### config.mk
export PLATFORM = sky130hd
export DESIGN_NAME = fetch_unit
export DESIGN_NICKNAME = d
export VERILOG_FILES = /design/src/rtl/mips_pkg.sv /design/src/rtl/fetch_unit.sv
export SDC_FILE = /design/constraint.sdc
export NUM_CORES = 1
export LEC_CHECK = 0
export CORE_UTILIZATION = 45
export DETAILED_ROUTE_END_ITERATION = 10
export PLACE_DENSITY = 0.78
export SLEW_MARGIN = 5
export SYNTH_ARGS = -nofsm -noshare
export SYNTH_HDL_FRONTEND = slang
export SYNTH_SLANG_ARGS = --single-unit
### constraint.sdc
create_clock -name clk -period 2.1 [get_ports clk]
set_input_delay 0.21 -clock clk [delete_from_list [all_inputs] [get_ports clk]]
set_output_delay 0.21 -clock clk [all_outputs]
set_load 0.05 [all_outputs]
### src/rtl/mips_pkg.sv
// mips_pkg: shared fetch-stage types and constants for the 5-stage MIPS pipeline
package mips_pkg;
   typedef enum logic [2:0] {S_IDLE, S_REQ, S_WAIT, S_HOLD, S_DROP} fetch_state_t;
   localparam logic [31:0] NOP_INSTR = 32'h0000_0020;
   localparam logic [31:0] RESET_PC  = 32'h0000_0000;
endpackage

### src/rtl/fetch_unit.sv
// fetch_unit: IF stage - owns PC, instruction-memory handshake, IF/ID register and redirect flush flags
// Ports:
//   clk, rst_n                        clock (rising edge), asynchronous active-low reset
//   stallD                            decode stall: IF/ID and PC frozen, redirects ignored
//   branchTakenD, branchTargetD       taken-branch redirect from decode
//   imemReq, imemAddr                 fetch request / word-aligned address (always the PC)
//   imemGnt, imemRvalid, imemRdata    memory grant, read-data valid, instruction word
//   instcodeD, pcPlus4D, validD       IF/ID register contents
//   PCSelectD, PCSelectE              one-cycle redirect flush flags for decode / execute
module fetch_unit
   import mips_pkg::*;
#(
   parameter logic [31:0] RESET_PC  = mips_pkg::RESET_PC,
   parameter logic [31:0] NOP_INSTR = mips_pkg::NOP_INSTR
) (
   input  logic        clk,
   input  logic        rst_n,
   input  logic        stallD,
   input  logic        branchTakenD,
   input  logic [31:0] branchTargetD,
   output logic        imemReq,
   output logic [31:0] imemAddr,
   input  logic        imemGnt,
   input  logic        imemRvalid,
   input  logic [31:0] imemRdata,
   output logic [31:0] instcodeD,
   output logic [31:0] pcPlus4D,
   output logic        validD,
   output logic        PCSelectD,
   output logic        PCSelectE
);
   fetch_state_t r_state, w_state_nx;
   logic [31:0]  r_pc, r_req_pc, r_hold, r_instr, r_pc4;
   logic         r_valid, r_pcsel_d, r_pcsel_e;
   logic         w_redirect, w_load;
   logic [31:0]  w_instr_in;
   // A redirect needs a real instruction in decode and an unstalled pipe.
   assign w_redirect = branchTakenD & r_valid & ~stallD;
   // Redirect wins over any instruction arriving in the same cycle.
   assign w_load     = ((r_state == S_WAIT && imemRvalid) || r_state == S_HOLD) && !stallD && !w_redirect;
   assign w_instr_in = (r_state == S_HOLD) ? r_hold : imemRdata;
   always_ff @(posedge clk or negedge rst_n) begin
      if (!rst_n) r_state <= S_IDLE;
      else        r_state <= w_state_nx;
   end
   always_comb begin
      w_state_nx = r_state;
      case (r_state)
         S_IDLE:  w_state_nx = S_REQ;
         S_REQ:   if (imemGnt) w_state_nx = w_redirect ? S_DROP : S_WAIT;
         // In-flight data is dropped if the redirect lands before it returns.
         S_WAIT:  if (w_redirect) w_state_nx = imemRvalid ? S_REQ : S_DROP;
                  else if (imemRvalid) w_state_nx = stallD ? S_HOLD : S_REQ;
         S_HOLD:  if (!stallD) w_state_nx = S_REQ;
         S_DROP:  if (imemRvalid) w_state_nx = S_REQ;
         default: w_state_nx = S_IDLE;
      endcase
   end
   always_ff @(posedge clk or negedge rst_n) begin
      if (!rst_n) begin
         r_pc      <= RESET_PC;
         r_req_pc  <= RESET_PC;
         r_hold    <= '0;
         r_instr   <= NOP_INSTR;
         r_pc4     <= '0;
         r_valid   <= 1'b0;
         r_pcsel_d <= 1'b0;
         r_pcsel_e <= 1'b0;
      end else begin
         r_pcsel_d <= w_redirect;
         r_pcsel_e <= r_pcsel_d;
         if (r_state == S_REQ && imemGnt) r_req_pc <= r_pc;
         if (r_state == S_WAIT && imemRvalid && stallD) r_hold <= imemRdata;
         r_pc <= w_redirect ? {branchTargetD[31:2], 2'b00} : w_load ? r_pc + 32'd4 : r_pc;
         if (!stallD) begin
            r_instr <= w_load ? w_instr_in : NOP_INSTR;
            r_valid <= w_load;
            if (w_load) r_pc4 <= r_req_pc + 32'd4;
         end
      end
   end
   assign imemReq   = (r_state == S_REQ);
   assign imemAddr  = r_pc;
   assign instcodeD = r_instr;
   assign pcPlus4D  = r_pc4;
   assign validD    = r_valid;
   assign PCSelectD = r_pcsel_d;
   assign PCSelectE = r_pcsel_e;
endmodule
# --- Word-level counts from Yosys, hierarchy flattened ---
# Index checks and enable logic that the tools add are counted.
classes:
  add_sub_neg: 2
  multipliers: 0
  div_mod_pow: 0
  n_lt_le_gt_ge: 0
  n_eq_ne: 8
  shifts: 0
  mux: 13
  bitwise: 3
  reduce_logical: 12
ops:
  columns: ["cell", "n"]
  rows:
  - ["$mux W32", 4]
  - ["$add A32 B3 Y32 const B", 2]
  - ["$mux W3", 7]
  - ["$pmux W3 S5", 1]
  - ["$eq A3 B2 Y1 const B", 2]
  - ["$logic_and A1 B1 Y1", 5]
  - ["$ne A2 B2 Y1 const B", 2]
  - ["$reduce_and A4 Y1", 1]
  - ["$eq A3 B1 Y1 const B", 1]
  - ["$eq A3 B3 Y1 const B", 1]
  - ["$logic_not A3 Y1", 1]
  - ["$ne A3 B3 Y1 const B", 1]
  - ["$and A1 B1 Y1", 2]
  - ["$logic_not A1 Y1", 2]
  - ["$mux W2", 1]
  - ["$ne A2 B1 Y1 const B", 1]
  - ["$reduce_and A2 Y1", 1]
  - ["$reduce_bool A2 Y1", 1]
  - ["$logic_or A1 B1 Y1", 1]
  - ["$not A1 Y1", 1]
totals:
  reg_bits: 166
  latch_bits: 0
  ram_bits: 0
  romBits: 0
  in_bits: 70
  output_inout_bits: 100
  word_cells: 47
  mem_count: 0

# --- Longest topological paths before layout ---
logic_depth:
  ltp_word: 7
  depth_mapped: 8
  mapped_depth_nobuf: 6

# --- Worst setup path before layout ---
# OpenSTA, ideal clock, no wires.
synth_timing:
  path_kind: "register to register"
  startpoint: "reg r_state[0]"
  endpoint: "reg r_req_pc[9]"
  setup_ps: 125
  t_arrival_ps: 2702
  required_time_ps: 1975
  slack_ps: -727
  path_stages_with_launch: 7
  n_path_buf: 3
  period_less_slack_ps: 2827
  cell_sequence: "dfrtp_1 -> buf_2 -> nor3b_1 -> and2_1 -> clkbuf_1 -> buf_2 -> mux2_2"
synth_via:
  elab_chain_len: 2
synth_rtl:
  columns: ["element", "line", "text"]
  rows:
  - ["start: declaration", "fetch_unit.sv:32", "fetch_state_t r_state, w_state_nx;"]
  - ["start signal: assignment", "fetch_unit.sv:44", "else r_state <= w_state_nx;"]
  - ["$eq A3 B1 Y1", null, null]
  - ["named net imemReq", "fetch_unit.sv:21", "output logic imemReq,"]
  - ["$logic_and A1 B1 Y1", "fetch_unit.sv:72", "if (r_state == S_REQ && imemGnt) r_req_pc <= r_pc;"]
  - ["end signal: assignment", "fetch_unit.sv:72", null]
  - ["end: declaration", "fetch_unit.sv:33", "logic [31:0] r_pc, r_req_pc, r_hold, r_instr, r_pc4;"]
# The timed path passes the listed nets, and every way through them passes these cells.
# A chain may end at the register's enable or synchronous reset.

# --- Final worst setup path ---
layout_timing:
  startpoint: "reg r_pc[18] (netlist: imemAddr[18])"
  endpoint: "out imemAddr[18]"
layout_lines:
  columns: ["element", "line", "text"]
  rows:
  - ["start: declaration", "fetch_unit.sv:33", null]
  - ["start signal: assignment", "fetch_unit.sv:74", "r_pc <= w_redirect ? {branchTargetD[31:2], 2'b00} : w_load ? r_pc + 32'd4 : r_pc;"]
  - ["end: declaration", "fetch_unit.sv:22", "output logic [31:0] imemAddr,"]
# No word-level cell between the ends.

==> reports/results.ini <==
[power_and_ir_drop]
ir_drop_mv=0.797
pwr_density_cell_nw_per_um2=1630
p_leak_nw=4.43

[synth]
synthAdderAreaFrac_pct=0.329
synthArstFlopShare_pct=100
netlist_area_sq_um=7600
yosys.area_share.simple_pct=16.1
syn_area_per_cell_sq_um=10.6
netlist-cell-type-count=56
yosysSeqAreaShare_pct=52.7
ys_seq_elements=160
synthFlopType=dfrtp_1
synth_mux_area_share_pct=13.0
ys.warnings.count=0
synth_top_family_by_area=simple AND/OR/NAND/NOR gates
synthCells=715
synthXorXnorAreaFrac_pct=4.26
synth_edf_count=0
synth_compound_area_share_pct=10.1

[clock_network]
cts_made_buffers=17
root_buffer=clkbuf_16
cts_tree=yes
clk_path_buf_depth=2
path_clk_slew_ns=0.06
insertion_delay_ns=0.43
postCtsSetupBuffers=0
cts_resized=0
htree_levels=4
cts_sinks=160

[timing]
setup-tns-final_ns=0
post-route-period-util_pct=96.9
fmax_ghz=0.491
rsz0062_at_grt=no
finalHoldViolCount=0
relSlewSlack_pct=61.8
tightest_slew_ns=0.573
fin_skew_ns=0.0120
setup_viol=0
drv_slew=0
min_period_ns=2.04

[cells_and_area]
diodes=0
area_growth_syn_to_layout_pct=36.8
utilization_pct=63.0
drive_above_1_share_pct=17.7
final_cell_mix=clkdlybuf4s50_1, dfrtp_1, nand2_1, o21ai_0, mux2_2
layout.nets=978
multi_input_area_sq_um=3360
register_area_sq_um=4010
num-fill-cells=1336
final_common_cell=clkdlybuf4s50_1

[detailed_routing]
via_per_inst=5.45
drt-pass1-iter-count=5
drc=0
num_vias=6208
postRouteAntennaNets=0
wl_microns=19100
drtIter0Drc=232
wl_per_cell_microns=16.8

[global_route]
grt_max_degree=59
use_met3_pct=8.00
grt-busiest-layer=met2
overflow=0
grt_antenna_before_repair=0
grt_util_met1_pct=28.2
grt_pass1_vias=6318
track_usage_pct=23.4
met2_usage_pct=39.0
grt_first_pass_wirelength_microns=31900

[floorplanning]
io-pin-count=170
design.core.area_sq_um=16500
die_x_microns=132
die_y_microns=132
rows=47
dieArea_sq_um=17400
start_util_pct=46.0

[worst_setup_path]
cp_top_family=buffers and inverters
critPathKind=reg -> out
path_max_fanout=6
ff2ff_path_depth=6
crit_end=imemAddr[18]
cpMaxStageDelayCell=clkdlybuf4s50_1
crit_start=imemAddr[18]
crit_path_end_kind=output port
critPathLaunchType=flop
required_ns=1.89
r2r_slack_ns=0.16
reg2reg_from=r_state[1]
path_buf_inv=2
critPathMaxStageDelay_ns=0.80
arrival_ns=1.83
r2r_end=imemAddr[25]
crit_cells=2
cp_cell_sequence=buf_4, clkdlybuf4s50_1

[flow_run]
cap_viol_max_count=0

[placement]
place_hpwl_microns=13500
gp_congestion=0.839
port_buffers=163

[min_path]
min_path_type=in -> reg

[status]
status=complete, no violations

-- per-stage QoR --
stage | power, mW | instances | setup WS, ns | cell area (sq um) | hold WS (ns)
2_1_floorplan | 10.8 | 718 | 0.00554 | 7630 | -0.0856
3_3_place_gp | 13.5 | 1106 | 0.115 | 9750 | 0.224
3_5_place_dp | 13.7 | 1106 | 0.0416 | 9750 | 0.230
4_1_cts | 17.1 | 1139 | 0.0462 | 10400 | 0.241
5_1_grt | 17.9 | 1139 | 0.0233 | 10400 | 0.280
6_report | 17.0 | 1139 | 0.0644 | 10400 | 0.264
-- registers in the layout, summed over array words and instances (netlist names) --
signal	flops
r_req_pc	30
validD	1
r_hold	32
PCSelectD	1
PCSelectE	1
pcPlus4D	30
r_state	3
imemAddr	30
instcodeD	32
-- layer usage --
metal / vias to the layer above / wire length [microns]
met1: 3036 / 7870
met3: 26 / 1480
met5: - / 0
met4: 0 / 310
li1: 2933 / -
met2: 213 / 9480
-- tightest hold or removal path, stage by stage --
cell and delay [ns]:
buf_2 0.09, o21bai_4 0.15, a21oi_1 0.07, nor3_1 0.12
-- area by class of cell --
class	count	area share, %
clock buffers	20	4.39
clock inverters	12	1.77
inverters	9	0.325
multi-input cells	505	32.3
flip-flops and latches	160	38.5
well taps	220	2.65
repair buffers	213	20.0
-- power breakdown --
group | switching, mW | internal (mW)
Clock | 1.25 | 2.06
Combinational | 4.92 | 3.18
Sequential | 1.12 | 4.44
Total | 7.28 | 9.67
-- kinds of logic after synthesis --
family / after synthesis
flip-flops: 160
other: 1
XOR/XNOR: 37
AND/OR/NAND/NOR: 240
adder cells (fa/ha/maj): 2
multiplexers: 91
buffers and inverters: 53
AO/OA/AOI/OAI: 131
-- cell usage after synthesis (20+ instances only) --
| master | instances | area share [%] |
|---|---|---|
| a21oi_1 | 23 | 1.5 |
| clkbuf_1 | 20 | 0.99 |
| dfrtp_1 | 159 | 52 |
| mux2_2 | 56 | 8.3 |
| mux2i_1 | 31 | 4.1 |
| nand2_1 | 94 | 4.6 |
| nand3_1 | 33 | 2.2 |
| nand4_1 | 21 | 1.7 |
| nor2_1 | 35 | 1.7 |
| o21ai_0 | 70 | 4.6 |
| xor2_1 | 22 | 2.5 |
-- timing repair --
item	4_1_cts	5_1_grt
setup endpoints to repair	0	0
endpoints found under the hold margin	53	0
hold buffers	1	0
-- worst min path at each step --
| stage | start | to | slack, ns | cells after the start |
|---|---|---|---|---|
| 3_5_place_dp | rst_n | pcPlus4D[12] | 0.23 | 1 |
| 2_1_floorplan | rst_n | PCSelectD | -0.09 | 0 |
| 4_1_cts | stallD | validD | 0.24 | 4 |
| 3_3_place_gp | rst_n | pcPlus4D[12] | 0.22 | 1 |
| 5_1_grt | stallD | validD | 0.28 | 4 |
| 6_report | stallD | r_state[1] | 0.26 | 4 |
(Power assumes the default switching activity.)
